<file path="src/rtl/pipelined_adder_if.sv">
// Handshake bundle for the pipelined adder: operand request channel and result channel.
// The slave modport is the adder's view of the bundle; the master modport is the producer/consumer view.
interface pipelined_adder_if #(
  parameter int WIDTH     = 32,
  parameter int TAG_WIDTH = 6
) ();
  logic                 in_valid;
  logic                 in_ready;
  logic [WIDTH-1:0]     in_a;
  logic [WIDTH-1:0]     in_b;
  logic                 in_sub;
  logic [TAG_WIDTH-1:0] in_tag;
  logic                 out_valid;
  logic                 out_ready;
  logic [WIDTH-1:0]     out_sum;
  logic                 out_cout;
  logic                 out_ovf;
  logic [TAG_WIDTH-1:0] out_tag;

  modport master (
    output in_valid, in_a, in_b, in_sub, in_tag, out_ready,
    input  in_ready, out_valid, out_sum, out_cout, out_ovf, out_tag
  );

  modport slave (
    input  in_valid, in_a, in_b, in_sub, in_tag, out_ready,
    output in_ready, out_valid, out_sum, out_cout, out_ovf, out_tag
  );
endinterface

</file>
<file path="src/rtl/pipelined_adder.sv">
// Elastic add/subtract pipeline: each stage resolves one WIDTH/STAGES-bit slice with the carry
// registered by the stage before it, carrying pending high operand slices and the tag along.
module pipelined_adder #(
  parameter int WIDTH     = 32,
  parameter int STAGES    = 2,
  parameter int TAG_WIDTH = 6
) (
  input  logic             clk,
  input  logic             rst_aL,
  input  logic             flush,
  pipelined_adder_if.slave ifc
);
  localparam int SLICE = WIDTH / STAGES;

  logic [STAGES-1:0] w_valid;
  logic [STAGES-1:0] w_ready;

  // A stage may load when it is empty or its occupant moves on this edge.
  always_comb begin
    w_ready = {STAGES{1'b0}};
    w_ready[STAGES-1] = !w_valid[STAGES-1] || ifc.out_ready;
    for (int k = STAGES - 2; k >= 0; k--) begin
      w_ready[k] = !w_valid[k] || w_ready[k+1];
    end
  end

  assign ifc.in_ready = rst_aL && !flush && w_ready[0];

  for (genvar k = 0; k < STAGES; k++) begin : g_stage
    localparam int PEND = WIDTH - k * SLICE;

    logic [PEND-1:0]          w_a_src;
    logic [PEND-1:0]          w_b_src;
    logic                     w_cy_src;
    logic                     w_v_src;
    logic [TAG_WIDTH-1:0]     w_tag_src;
    logic [SLICE:0]           w_slice;
    logic [(k+1)*SLICE-1:0]   w_sum_new;

    logic                     r_valid;
    logic                     r_cy;
    logic [(k+1)*SLICE-1:0]   r_sum;
    logic [TAG_WIDTH-1:0]     r_tag;

    // Stage 0 inverts B for subtract and seeds the carry with the mode bit.
    if (k == 0) begin : g_src
      assign w_a_src   = ifc.in_a;
      assign w_b_src   = ifc.in_sub ? ~ifc.in_b : ifc.in_b;
      assign w_cy_src  = ifc.in_sub;
      assign w_v_src   = ifc.in_valid;
      assign w_tag_src = ifc.in_tag;
      assign w_sum_new = w_slice[SLICE-1:0];
    end else begin : g_src
      assign w_a_src   = g_stage[k-1].g_ops.r_a;
      assign w_b_src   = g_stage[k-1].g_ops.r_b;
      assign w_cy_src  = g_stage[k-1].r_cy;
      assign w_v_src   = g_stage[k-1].r_valid;
      assign w_tag_src = g_stage[k-1].r_tag;
      assign w_sum_new = {w_slice[SLICE-1:0], g_stage[k-1].r_sum};
    end

    assign w_slice = {1'b0, w_a_src[SLICE-1:0]} + {1'b0, w_b_src[SLICE-1:0]}
                   + {{SLICE{1'b0}}, w_cy_src};
    assign w_valid[k] = r_valid;

    // Stage occupancy: cleared by reset or flush, otherwise follows upstream when loadable.
    always_ff @(posedge clk or negedge rst_aL) begin
      if (!rst_aL) begin
        r_valid <= 1'b0;
      end else if (flush) begin
        r_valid <= 1'b0;
      end else if (w_ready[k]) begin
        r_valid <= w_v_src;
      end else begin
        r_valid <= r_valid;
      end
    end

    // Payload registers carry no reset; they are qualified by r_valid.
    always_ff @(posedge clk) begin
      if (w_ready[k] && w_v_src) begin
        r_sum <= w_sum_new;
        r_cy  <= w_slice[SLICE];
        r_tag <= w_tag_src;
      end
    end

    if (k < STAGES - 1) begin : g_ops
      logic [PEND-SLICE-1:0] r_a;
      logic [PEND-SLICE-1:0] r_b;

      // Only the operand slices not yet summed travel onward.
      always_ff @(posedge clk) begin
        if (w_ready[k] && w_v_src) begin
          r_a <= w_a_src[PEND-1:SLICE];
          r_b <= w_b_src[PEND-1:SLICE];
        end
      end
    end else begin : g_last
      logic r_ovf;

      // Signed overflow uses the effective (possibly inverted) B sign bit.
      always_ff @(posedge clk) begin
        if (w_ready[k] && w_v_src) begin
          r_ovf <= (w_a_src[PEND-1] == w_b_src[PEND-1]) && (w_slice[SLICE-1] != w_a_src[PEND-1]);
        end
      end
    end
  end

  assign ifc.out_valid = g_stage[STAGES-1].r_valid;
  assign ifc.out_sum   = g_stage[STAGES-1].r_sum;
  assign ifc.out_cout  = g_stage[STAGES-1].r_cy;
  assign ifc.out_ovf   = g_stage[STAGES-1].g_last.r_ovf;
  assign ifc.out_tag   = g_stage[STAGES-1].r_tag;
endmodule

</file>
<file path="src/flat_wrapper.sv">
// flat-port wrapper written by rule: the top's interface ports become plain ports
module pipelined_adder_flat 
#(
  parameter int WIDTH     = 32,
  parameter int STAGES    = 2,
  parameter int TAG_WIDTH = 6
)
  (clk, rst_aL, flush, ifc_in_valid, ifc_in_a, ifc_in_b, ifc_in_sub, ifc_in_tag, ifc_out_ready, ifc_in_ready, ifc_out_valid, ifc_out_sum, ifc_out_cout, ifc_out_ovf, ifc_out_tag);
  pipelined_adder_if #(.WIDTH(WIDTH), .TAG_WIDTH(TAG_WIDTH)) ifc_i ();
  input  logic clk;
  input  logic rst_aL;
  input  logic flush;
  input wire logic [$bits(ifc_i.in_valid)-1:0] ifc_in_valid;
  input wire logic [$bits(ifc_i.in_a)-1:0] ifc_in_a;
  input wire logic [$bits(ifc_i.in_b)-1:0] ifc_in_b;
  input wire logic [$bits(ifc_i.in_sub)-1:0] ifc_in_sub;
  input wire logic [$bits(ifc_i.in_tag)-1:0] ifc_in_tag;
  input wire logic [$bits(ifc_i.out_ready)-1:0] ifc_out_ready;
  output wire logic [$bits(ifc_i.in_ready)-1:0] ifc_in_ready;
  output wire logic [$bits(ifc_i.out_valid)-1:0] ifc_out_valid;
  output wire logic [$bits(ifc_i.out_sum)-1:0] ifc_out_sum;
  output wire logic [$bits(ifc_i.out_cout)-1:0] ifc_out_cout;
  output wire logic [$bits(ifc_i.out_ovf)-1:0] ifc_out_ovf;
  output wire logic [$bits(ifc_i.out_tag)-1:0] ifc_out_tag;
  assign ifc_i.in_valid = ifc_in_valid;
  assign ifc_i.in_a = ifc_in_a;
  assign ifc_i.in_b = ifc_in_b;
  assign ifc_i.in_sub = ifc_in_sub;
  assign ifc_i.in_tag = ifc_in_tag;
  assign ifc_i.out_ready = ifc_out_ready;
  assign ifc_in_ready = ifc_i.in_ready;
  assign ifc_out_valid = ifc_i.out_valid;
  assign ifc_out_sum = ifc_i.out_sum;
  assign ifc_out_cout = ifc_i.out_cout;
  assign ifc_out_ovf = ifc_i.out_ovf;
  assign ifc_out_tag = ifc_i.out_tag;
  pipelined_adder #(.WIDTH(WIDTH), .STAGES(STAGES), .TAG_WIDTH(TAG_WIDTH)) u_core (.clk(clk), .rst_aL(rst_aL), .flush(flush), .ifc(ifc_i));
endmodule
</file>
<file path="config.mk">
export PLATFORM = sky130hd
export DESIGN_NAME = pipelined_adder_flat
export DESIGN_NICKNAME = d
export VERILOG_FILES = /design/src/rtl/pipelined_adder_if.sv /design/src/rtl/pipelined_adder.sv /design/src/flat_wrapper.sv
export SDC_FILE = /design/constraint.sdc
export NUM_CORES = 1
export LEC_CHECK = 0
export CORE_ASPECT_RATIO = 1.25
export CORE_UTILIZATION = 53
export DETAILED_ROUTE_END_ITERATION = 10
export GPL_TIMING_DRIVEN = 0
export PLACE_DENSITY = 0.85
export SETUP_SLACK_MARGIN = 0.5
export SLEW_MARGIN = 20
export SYNTH_ARGS = -nofsm -noshare
export SYNTH_HDL_FRONTEND = slang
export SYNTH_SLANG_ARGS = --single-unit
</file>
<file path="constraint.sdc">
create_clock -name clk -period 13.15 [get_ports clk]
set_input_delay 1.315 -clock clk [delete_from_list [all_inputs] [get_ports clk]]
set_output_delay 1.315 -clock clk [all_outputs]
set_load 0.03 [all_outputs]
</file>
==> results of run 1 <==
-- power by group --
group	switching (W)	internal (W)	leakage, nW
clock network	0.0000966	0.0000673	0.0750
registers	0.00000785	0.000381	0.938
logic	0.000101	0.0000916	1.36
-- final cells by class --
class	count	area share [%]
inverters	11	0.652
clock buffers	10	2.02
multi-input cells	229	28.5
flip-flops and latches	97	45.8
well taps	120	2.37
clock inverters	6	0.553
repair buffers	119	19.6
plain buffers	6	0.474
-- cell usage in the layout (no fill, tap or decap), types with 2 or more instances in the layout --
| cell | synthesis | final |
|---|---|---|
| clkinv_1 | 0 | 3 |
| a21oi_2 | 4 | 4 |
| edfxtp_1 | 95 | 95 |
| or3_1 | 2 | 2 |
| dfrtp_1 | 2 | 2 |
| nand3_1 | 3 | 3 |
| nor2b_1 | 8 | 7 |
| clkdlybuf4s50_1 | 0 | 116 |
| nand2_1 | 12 | 12 |
| nand2b_1 | 2 | 2 |
| ha_1 | 30 | 30 |
| fa_1 | 3 | 3 |
| a311o_1 | 2 | 2 |
| inv_1 | 11 | 11 |
| nand4_1 | 2 | 2 |
| buf_2 | 5 | 5 |
| nor3_1 | 4 | 4 |
| o221ai_1 | 2 | 2 |
| xor2_1 | 37 | 37 |
| clkinvlp_4 | 0 | 2 |
| a31oi_1 | 5 | 5 |
| clkbuf_8 | 0 | 9 |
| o21ai_2 | 2 | 2 |
| xnor2_1 | 18 | 18 |
| buf_16 | 0 | 3 |
| nor2_1 | 20 | 20 |
| o21ai_1 | 5 | 5 |
| a21o_1 | 9 | 9 |
| o21ai_0 | 8 | 8 |
| a21oi_1 | 23 | 23 |
| o21a_1 | 6 | 6 |
-- flip-flops by register name (all words and copies together) (netlist names) --
name                      cells
u_core.g_stage.r_cy           1
u_core.g_stage.r_valid        1
u_core.ifc.out_sum           32
u_core.ifc.out_cout           1
u_core.ifc.out_tag            6
u_core.g_stage.r_tag          6
u_core.g_stage.g_ops.r_a     16
u_core.g_stage.g_ops.r_b     16
u_core.g_stage.r_sum         16
u_core.ifc.out_ovf            1
u_core.ifc.out_valid          1
-- kinds of logic after synthesis --
family                   Yosys count
adder cells (fa/ha/maj)           33
buffers and inverters             17
XOR/XNOR                          55
AO/OA/AOI/OAI                     80
flip-flops                        97
AND/OR/NAND/NOR                   58
multiplexers                       3
-- metal layers --
metal	wire length (um)	track usage [%]
met1	3030	21.1
met2	4960	38.8
met3	593	6.72
met4	229	8.57
met5	0	0
-- path summary, 6_finish.rpt --
check                                          startpoint                         to  depth (start not counted)
max in group asynchronous                          rst_aL  u_core.g_stage[0].r_valid                          1
min in group asynchronous                          rst_aL       u_core.ifc.out_valid                          1
max reg2reg                u_core.g_stage[0].g_ops.r_b[0]        u_core.ifc.out_cout                          7
min                            u_core.g_stage[0].r_tag[0]      u_core.ifc.out_tag[0]                          0
max                                         ifc_out_ready               ifc_in_ready                          4
min reg2reg                    u_core.g_stage[0].r_tag[0]      u_core.ifc.out_tag[0]                          0
-- worst max-delay path, cell delays in order --
cell and delay, ns:
clkdlybuf4s50_1 0.42, nor2b_1 0.47, a21oi_1 0.16, clkdlybuf4s50_1 0.62
-- through the flow --
stage	setup slack, ns	std cells
final	8.85	598
after global routing	8.79	598
after CTS	8.86	598
after detailed placement	8.85	582
after global placement	5.42	579
after floorplan	7.18	343
==> metrics, run 1 <==
status=finished clean; HPWL Detailed=7010 um; XOR/XNOR Fraction of Synth Area=between 10% and 20%; pwr dens=~120 mW/mm2; Max Cap Viol=0; port buffer count=approximately 120; Peak VDD IR=~0.06 mV; post-cts repair resize count=0; headroom to the max-slew limit=57.4%; initial core utilization=a little over half; Clk Latency, worst-skew pair=0.35 ns; most instantiated cells after synthesis=95 x edfxtp_1, 37 x xor2_1, 30 x ha_1; proportion of layout cells with a drive suffix above 1=7.32%; prevailing post-synth register cell=edfxtp_1; WS Path Type=input pin to output port; vias in the first global route=approximately 3,200; Hold Buf Count CTS=0; Post-DRT Antenna Nets=0; Slew @ Worst Pin=0.637 ns; DR iter-0 viols=199; die area=around 0.0094 mm2; top-count cell post-synth=edfxtp_1; compound-gate portion of the synthesized area=about 12%; Util after Layout=~73%; total CTS buffers=9; num rows=38; clk root buf=clkbuf_8; CP Capture Type=output port; CORE AREA=between 0.008 and 0.009 mm2; Total Neg Setup Slack=0 ns; final hold violation count=0; RSZ-0062 raised after global routing=no; EDFF count, synth=95; skew final=approximately 0.0085 ns; Die W=86.8 um; vias post-DR=approximately 3,100; antenna cells=0; Synth area leaders=edfxtp_1 60%, ha_1 7.9%, xor2_1 6.8%; H-tree depth=3; cell area after layout=0.00633 mm2; initial antenna violation count=0; Register Area=just under 0.003 mm2; final setup fails=0; routability cong.=~0.9; largest net degree at the start of global routing=27; io pins=between 100 and 150; Synth cell types=between 40 and 50; post-synthesis sequential area ratio=between 60% and 70%; Area Growth Syn to Fin=33.1%; Multi-input gate area=roughly 0.0018 mm2; Clock Pin Slew Worst Setup and Hold Paths=around 0.09 ns; synth warn=0; overflow left after global routing=0; Synth Area per Inst=13.9 um2; Crit Path Max Fanout=5; R2R Setup Slk=10.29 ns; Arr. time, crit path=around 3.0 ns; FFs w/ async S/R, synth=around 2.1%; Synth Area in Adders=a little under a tenth; Max Root-Sink Buffers=2; vias per cell=between 5 and 6; Detailed Routing Iterations Pass 1=4; largest family of logic cells by synthesized area=compound AO/OA/AOI/OAI gates; Post-DP Area=around 0.006 mm2; routed len/inst=about 15 um; overall power=around 0.00075 W; Synth Area in Simple Gates=under 10%; Die Y=between 100 and 150 um; Tightest Hold Check Type=register to register; Mapped Area=between 0.004 and 0.005 mm2; Clock Sinks=97; Post-CTS Setup Bufs=0; Final Max Tran Viols=0; Pleak=~2.4 nW; post-synthesis mux area share=0.815%; worst hold slack=~0.42 ns; first-pass GRT wire length=roughly 14,000 um; Net Count, Synth=around 450; f_max=approximately 0.23 GHz; Critical Path Source Type=input pin; post-layout net count=582; DRC errors left=0; GRT Resource Usage Total=around a fifth; CTS tree=built; Final Critical Period=between 4 and 5 ns; Gate Count Post-Synth=343; Synth area leader=edfxtp_1; total of fill cells in the finished design=roughly 570; final worst-path cycle share=roughly a third; Worst EP required=between 10 and 15 ns; FF+latch count, synth=a little under 100; final WL=8810 um; Yosys top cell area share=between 50% and 60%
Power figures use the tool's default switching activity.
==> run 2, diff against run 1 <==
CORE_UTILIZATION = 45   (was 53)
PLACE_DENSITY = 0.77   (was 0.85)
clock period = 3.5 ns   (was 13.15 ns; I/O delays follow)
==> run 2 against run 1 <==
Final cell count up 1.2%; wire length increased by 5.5%; via count fell by 0.61%; sequential cell count stayed put; register-to-register slack got worse by 9.7 ns; core utilization down 9.5 points; first-iteration DRC count is 34% lower; sequential power grew to 3.8 times the previous value; sequential share of layout area is 0.89 points lower; largest power group unchanged; highest routed layer unchanged.
==> metrics, run 2 (synthesized netlist as in run 1, its figures left out) <==
Crit Path Max Fanout=4; Clock Pin Slew Worst Setup and Hold Paths=approximately 0.060 ns; DR iter-0 viols=~130; CTS tree=built; sequential share of power=a little under half; Clk Latency, worst-skew pair=about 0.33 ns; pwr dens=~480 mW/mm2; initial core utilization=between 40 and 50%; io pins=roughly 120; Die Y=between 100 and 150 um; Final Critical Period=approximately 2.9 ns; highest routed metal layer=met4; WS Path Type=register to register; most frequent cells in the layout=116 x clkdlybuf4s50_1, 95 x edfxtp_1, 37 x xor2_1; vias in the first global route=approximately 3,100; final worst-path cycle share=between 80% and 90%; Critical Path Source Type=register; Worst EP required=around 3.6 ns; GRT Resource Usage Total=between 10% and 20%; non-filler instance count after layout=605; commonest non-fill, non-tap cell in the layout=clkdlybuf4s50_1; max FFs per register=32; vias post-DR=3,115; Critical Path, Cell by Cell=fa_1 > fa_1 > a211oi_1 > o211ai_1 > a41oi_2 > o221ai_1 > a21o_1; post-layout net count=between 500 and 600; Max Root-Sink Buffers=2; proportion of layout cells with a drive suffix above 1=under 10%; slowest stage delay, CP=~0.50 ns; WL met1=around 3200 um; CP Capture Type=register; cell area after layout=0.00646 mm2; routed len/inst=around 15 um; CP max-delay cell=fa_1; final hold violation count=0; Psw=0.000789 W; headroom to the max-slew limit=a little under three fifths; Clk pwr share=between 20% and 30%; Comb power frac=around a quarter; Area Growth Syn to Fin=35.7%; Post-DRT Antenna Nets=0; DRC errors left=0; placed cell count=about 590; routability cong.=0.900; CP most frequent cell=fa_1; Post-DP Area=around 0.0062 mm2; status=finished clean; Hold Buf Count CTS=0; Internal Power=0.00232 W; Total Neg Setup Slack=0 ns; overflow left after global routing=0; Tightest Hold Check Type=input pin to asynchronous set/reset pin; wire length on met2=~5300 um; antenna cells=0; initial antenna violation count=0; final setup fails=0; num rows=around 40; Pleak=2.44 nW; largest net degree at the start of global routing=27; clk root buf=clkbuf_16; Slew @ Worst Pin=around 0.64 ns; skew final=between 0.004 and 0.005 ns; Detailed Routing Iterations Pass 1=4; Die W=~94 um; RSZ-0062 raised after global routing=no; die area=~0.011 mm2; HPWL Detailed=just over 7000 um; first-pass GRT wire length=14,800 um; total CTS buffers=9; Final Max Tran Viols=0; vias per cell=a little over 5; Post-CTS Setup Bufs=0; switching share of power=approximately 25%; Max Cap Viol=0; total of fill cells in the finished design=around 750; Peak VDD IR=between 0.2 and 0.25 mV; Arr. time, crit path=2.99 ns; H-tree depth=3; post-cts repair resize count=0; CORE AREA=a little over 0.01 mm2; port buffer count=~120; final WL=9290 um; final worst slack=just under 0.6 ns; Met3 Wirelength=about 600 um; dpl ws=~0.57 ns; Clock Sinks=a little under 100; f_max=0.344 GHz
run 2: changes by cell type in the layout (fill, tap and decap cells not counted), sizes merged:
cell      before  now
clkbuf        11   12
bufinv         0    1
clkinvlp       2    0
clkinv         4    2
run 2: power by group through the flow:
stage / Combinational, W / Sequential [W] / Clock (W)
final: 0.000728 / 0.00146 / 0.000921
after global routing: 0.000792 / 0.00147 / 0.000982
after CTS: 0.000724 / 0.00146 / 0.000948
after detailed placement: 0.000718 / 0.00149 / 0
after global placement: 0.000678 / 0.00149 / 0
after floorplan: 0.000384 / 0.00156 / 0
run 2: path summary, 6_finish.rpt:
kind / from / endpoint / slack, ns / cells past startpoint
min reg2reg: u_core.g_stage[0].r_sum[14] / u_core.ifc.out_sum[14] / 0.42 / 0
max: u_core.g_stage[0].g_ops.r_b[0] / u_core.ifc.out_cout / 0.59 / 7
max reg2reg: u_core.g_stage[0].g_ops.r_b[0] / u_core.ifc.out_cout / 0.59 / 7
min in group clk: u_core.g_stage[0].r_sum[14] / u_core.ifc.out_sum[14] / 0.42 / 0
max in group asynchronous: rst_aL / u_core.ifc.out_valid / 3.16 / 1
min: rst_aL / u_core.g_stage[0].r_valid / 0.20 / 1
run 2: layout make-up:
type	count	area (um2)	area share [%]
Clock buffer	11	233	3.60
Multi-Input combinational cell	229	1800	27.9
Tap cell	129	161	2.50
Buffer	6	30.0	0.465
Timing Repair Buffer	119	1240	19.3
Inverter	11	41.3	0.639
Sequential cell	97	2900	44.9
Clock inverter	3	43.8	0.678
run 2: per-stage QoR:
| stage | total power [W] | hold WS [ns] | utilization (%) |
|---|---|---|---|
| 3_3_place_gp | 0.00216 | 0.401 | 59.6 |
| 6_report | 0.00311 | 0.198 | 63.3 |
| 2_1_floorplan | 0.00194 | 0.0544 | - |
| 3_5_place_dp | 0.00221 | 0.405 | 60.6 |
| 5_1_grt | 0.00325 | 0.208 | 63.3 |
| 4_1_cts | 0.00314 | 0.189 | 63.3 |
run 2: per-layer routing:
metal	up-vias	track usage [%]
met3	18	5.04
met5	-	0
li1	1540	-
met4	0	9.85
met1	1463	17.1
met2	94	35.2
run 2: worst max-delay path: cells and delay by family, from the launching register on:
kind | cells | cell delay (ns)
AOI/OAI and AO/OA | 5 | 1.29
adders and majority gates | 2 | 0.96
DFF | 1 | 0.41
==> run 3, diff against run 2 <==
CORE_UTILIZATION = 50   (was 45)
PLACE_DENSITY = 0.81   (was 0.77)
clock period = 3 ns   (was 3.5 ns; I/O delays follow)
==> run 3 against run 2 <==
Register-to-register slack lost 0.13 ns; clock power grew 25%; clock skew about the same; critical endpoint is now u_core.ifc.out_sum[30].
==> metrics, run 3 (synthesized netlist as in run 1, its figures left out) <==
vias per cell=5.30; HPWL Detailed=between 7000 and 8000 um; Total Neg Setup Slack=0 ns; port buffer count=116; post-layout net count=~590; Max Cap Viol=0; final setup fails=0; Clock Sinks=between 90 and 100; Clock Pin Slew Worst Setup and Hold Paths=about 0.06 ns; H-tree depth=3; status=finished clean; CP max-delay cell=fa_2; CTS tree=built; GRT Resource Usage Total=around a fifth; vias in the first global route=about 3,100; io pins=~120; Die W=~89 um; non-filler instance count after layout=roughly 610; CORE AREA=around 0.0092 mm2; vias post-DR=about 3,200; WS Path Type=register to register; Util after Layout=a little under three quarters; skew final=0.00405 ns; proportion of layout cells with a drive suffix above 1=10.8%; headroom to the max-slew limit=60.0%; RSZ-0062 raised after global routing=yes; DRC errors left=0; initial antenna violation count=0; pwr dens=570 mW/mm2; largest net degree at the start of global routing=26; most frequent cells in the layout=116 x clkdlybuf4s50_1, 95 x edfxtp_1, 36 x xor2_1; Detailed Routing Iterations Pass 1=4; Post-DP Area=0.00617 mm2; Arr. time, crit path=roughly 2.6 ns; Pleak=between 2 and 2.5 nW; slowest stage delay, CP=0.45 ns; CP Capture Type=register; commonest non-fill, non-tap cell in the layout=clkdlybuf4s50_1; Die Y=between 100 and 150 um; CP most frequent cell=fa_2; Area Growth Syn to Fin=38.1%; Crit Path Max Fanout=3; initial core utilization=a little over 50%; f_max=slightly below 0.4 GHz; final WL=9330 um; worst hold slack=approximately 0.15 ns; Final Critical Period=between 2 and 3 ns; Final Max Tran Viols=0; final hold violation count=0; Worst EP required=about 3 ns; clk root buf=clkbuf_16; first-pass GRT wire length=14,600 um; cell area after layout=0.00657 mm2; final worst-path cycle share=around 85%; Peak VDD IR=about 0.36 mV; die area=~0.0099 mm2; antenna cells=0; max FFs per register=32; overflow left after global routing=0; num rows=39; Critical Path, Cell by Cell=fa_2 > fa_2 > a211oi_2 > o211ai_1 > a41oi_2 > buf_4 > o21a_1 > o21ai_1; placed cell count=585; Tightest Hold Check Type=input pin to asynchronous set/reset pin; routability cong.=~0.87; total of fill cells in the finished design=roughly 640; Max Root-Sink Buffers=2; Clk Latency, worst-skew pair=around 0.33 ns; Critical Path Source Type=register; routed len/inst=15.4 um; Post-DRT Antenna Nets=0; total CTS buffers=9; DR iter-0 viols=~150; Slew @ Worst Pin=~0.6 ns
## run 3: critical path, delay by kind of cell (launching register included)
family                     cells  cell delay, ns
buffers and inverters          1            0.17
adders and majority gates      2            0.83
DFF                            1            0.40
AOI/OAI and AO/OA              5            0.88
## run 3: final cells by class
class	instances	area [um2]	share of cell area (%)
Buffer	6	32.5	0.495
Clock buffer	11	233	3.54
Clock inverter	4	68.8	1.05
Inverter	11	41.3	0.628
Multi-Input combinational cell	229	1850	28.2
Sequential cell	97	2900	44.2
Tap cell	123	154	2.34
Timing Repair Buffer	125	1290	19.6
## run 3: repair_timing
action                                  CTS  global route
pin swaps                                 8             9
endpoints found under the hold margin     0             0
resized for setup                         5            10
hold buffers                              0             0
buffers inserted                          4             2
endpoints found under the setup margin    5             8
## run 3: worst paths after layout
path                            cells after the start  slack [ns]                        end                           start
worst min-delay path                                1        0.15       u_core.ifc.out_valid                          rst_aL
worst max-delay path                                8        0.46     u_core.ifc.out_sum[30]  u_core.g_stage[0].g_ops.r_b[0]
worst max register to register                      8        0.46     u_core.ifc.out_sum[30]  u_core.g_stage[0].g_ops.r_b[0]
min in group clk                                    0        0.42      u_core.ifc.out_tag[2]      u_core.g_stage[0].r_tag[2]
max in group asynchronous                           1        2.70  u_core.g_stage[0].r_valid                          rst_aL
worst min register to register                      0        0.42      u_core.ifc.out_tag[2]      u_core.g_stage[0].r_tag[2]
## run 3: routing by layer
layer  track usage, %  up-vias  share of wire [%]
met5                0        -                  0
met3             2.98       36                4.3
met2             36.7      129                 55
met4             12.3        0                4.7
li1                 -     1554                  -
met1             20.8     1493                 36
## run 3: power breakdown
part           internal, W  switching [W]  total (W)  leakage, nW
combinational     0.000425       0.000455   0.000880         1.40
clock             0.000721       0.000432    0.00115        0.147
sequential         0.00167      0.0000375    0.00171        0.938
## run 3: per-stage QoR
step,worst slack [ns],power [W]
floorplan,0.518,0.00227
global placement,0.181,0.00253
detailed placement,0.127,0.00258
CTS,0.471,0.00375
global route,0.393,0.00390
finish,0.461,0.00374
==> variant, RTL diff (config.mk and constraints of run 2) <==
`WIDTH` is set to 32 in 3 places; all go to 64.
--- a/src/rtl/pipelined_adder_if.sv
+++ b/src/rtl/pipelined_adder_if.sv
@@ -1,7 +1,7 @@
 // Handshake bundle for the pipelined adder: operand request channel and result channel.
 // The slave modport is the adder's view of the bundle; the master modport is the producer/consumer view.
 interface pipelined_adder_if #(
-  parameter int WIDTH     = 32,
+  parameter int WIDTH     = 64,
   parameter int TAG_WIDTH = 6
 ) ();
   logic                 in_valid;
--- a/src/rtl/pipelined_adder.sv
+++ b/src/rtl/pipelined_adder.sv
@@ -1,7 +1,7 @@
 // Elastic add/subtract pipeline: each stage resolves one WIDTH/STAGES-bit slice with the carry
 // registered by the stage before it, carrying pending high operand slices and the tag along.
 module pipelined_adder #(
-  parameter int WIDTH     = 32,
+  parameter int WIDTH     = 64,
   parameter int STAGES    = 2,
   parameter int TAG_WIDTH = 6
 ) (
--- a/src/flat_wrapper.sv
+++ b/src/flat_wrapper.sv
@@ -1,7 +1,7 @@
 // flat-port wrapper written by rule: the top's interface ports become plain ports
 module pipelined_adder_flat 
 #(
-  parameter int WIDTH     = 32,
+  parameter int WIDTH     = 64,
   parameter int STAGES    = 2,
   parameter int TAG_WIDTH = 6
 )
Interface: changed (resized ifc_in_a, ifc_in_b and ifc_out_sum); port bits go from 118 to 214. The function was not compared with the original's and may differ.
==> variant against run 2 <==
Critical path depth up 3. Setup slack worse by 0.030 ns. Routed wire length up 140%. Clock power up 130%. Final area up 100%. Global-route usage up 2.2 points. Synthesized area up 100%. Clock skew up 0.0065 ns. Power up 110%. Sequential cell count up 80. Cell count up 110%. Highest routed layer unchanged. Via count up 120%. Largest cell class unchanged.
==> variant: results (changes against run 2) <==
Status = finished clean
CP peak stage delay = 0.43 ns (-0.07 ns)
First-pass GRT wire length = 34.1 mm (+130%)
GRT met2 Usage = 0.392 (+0.0399)
Met1 wire length = 8.41 mm (+160%)
WL met3 = 825 um (+40%)
Logic pwr share = 0.261 (+0.027)
Synth cell count leaders = edfxtp_1 (175), xor2_1 (89), a21oi_1 (68), ha_1 (62), nand2_1 (39)
Drt pass-1 iters = 5 (+1)
Cell variety after synth = 77 (+60%)
Post-DP HPWL = 17.1 mm (+140%)
Largest net degree at the start of global routing = 28 (+3.7%)
Initial antenna violation count = 1 (+1)
Global router's overall resource usage = 0.205 (+0.0224)
Largest cells by area after synthesis = edfxtp_1 (55%), xor2_1 (8.2%), ha_1 (8.1%)
Async S/R FF share, synth = 0.0113 (-0.00932)
CP arrival = 3.11 ns (+0.12 ns)
Pre-CTS setup slack = -0.295 ns (-0.865 ns)
Iteration-0 DRC Markers = 308 (+140%)
Vias per cell = 5.27 (+2.3%)
Placer's final routability congestion estimate = 0.912 (+1.3%)
Critical path launch point = u_core.g_stage[0].g_ops.r_a[0]
Vias in the first global route = 6749 (+120%)
Filler cell count = 1659 (+120%)
GRT met3 Usage = 0.0378 (-0.0126)
Switching share of power = 0.275 (+0.0215)
Worst Max-Slew Pin Slew = 0.798 ns (+0.154 ns)
Mapped Nets = 962 (+110%)
Met1 usage = 0.217 (+0.0456)
Worst VDD drop = 0.281 mV (+33%)
Clock Latency Late Sink = 0.42 ns (+0.09 ns)
CTS Buf Count = 17 (+8)
Critical R2R Launch = u_core.g_stage[0].g_ops.r_a[0]
P_int = 0.00468 W (+100%)
Share of layout cells above drive strength 1 = 0.0883 (+0.0148)
Met2 wire length = 12.0 mm (+130%)
CTS H-tree lvls = 4 (+1)
Sequential fraction of the synthesis area = 0.557 (-0.0535)
Max reg flops = 64 (+100%)
Post-DR wirelength/cell = 17.0 um (+11%)
Register area = 0.00531 mm2 (+83%)
Post-synth EDFFs = 175 (+84%)
PortBufs = 212 (+83%)
CP max-delay cell = fa_2
Mean post-synth cell area = 12.6 um2 (-9.2%)
Nets = 1211 (+110%)
Clk_skew = 0.0105 ns (+0.00647 ns)
R2R Setup Slk = 0.56 ns (-0.03 ns)
## variant: changes by cell type after synthesis, sizes merged, moves of 11 or more
| cell | run 2 | this run |
|---|---|---|
| nor2 | 20 | 35 |
| nor3 | 4 | 15 |
| xor2 | 37 | 89 |
| ha | 30 | 62 |
| a21oi | 27 | 70 |
| o21ai | 15 | 36 |
| o21bai | 1 | 13 |
| edfxtp | 95 | 175 |
| a21o | 9 | 29 |
| nand2 | 12 | 40 |
## variant: cells by family after synthesis
family / Yosys count / synth area share
flops: 177 / 0.557
fa+ha+maj: 65 / 0.0877
mux: 2 / 0.00262
compound gates: 212 / 0.153
simple gates: 148 / 0.0772
xor+xnor: 115 / 0.106
buf+inv: 38 / 0.0177
## variant: layout make-up
type	count	area share
Sequential cell	177	0.407
Multi-Input combinational cell	542	0.318
Timing Repair Buffer	230	0.184
Clock buffer	18	0.0330
Tap cell	274	0.0263
Clock inverter	14	0.0175
Buffer	23	0.00951
Inverter	15	0.00432
## variant: worst min path at each step
| stage | end | depth (start not counted) | startpoint | slack (ns) |
|---|---|---|---|---|
| after floorplan | u_core.g_stage[0].r_valid | 0 | rst_aL | 0.05 |
| after global routing | u_core.g_stage[0].r_valid | 1 | rst_aL | 0.11 |
| final | u_core.g_stage[0].r_valid | 1 | rst_aL | 0.11 |
| after global placement | u_core.ifc.out_sum[2] | 0 | u_core.g_stage[0].r_sum[2] | 0.40 |
| after CTS | u_core.g_stage[0].r_valid | 1 | rst_aL | 0.09 |
| after detailed placement | u_core.ifc.out_sum[27] | 0 | u_core.g_stage[0].r_sum[27] | 0.41 |
## variant: timing repair
item                                    CTS  global route
pin swaps                                 3            11
endpoints found under the hold margin     0             0
setup buffers                             3             7
resized for setup                         9            11
endpoints found under the setup margin   25            18
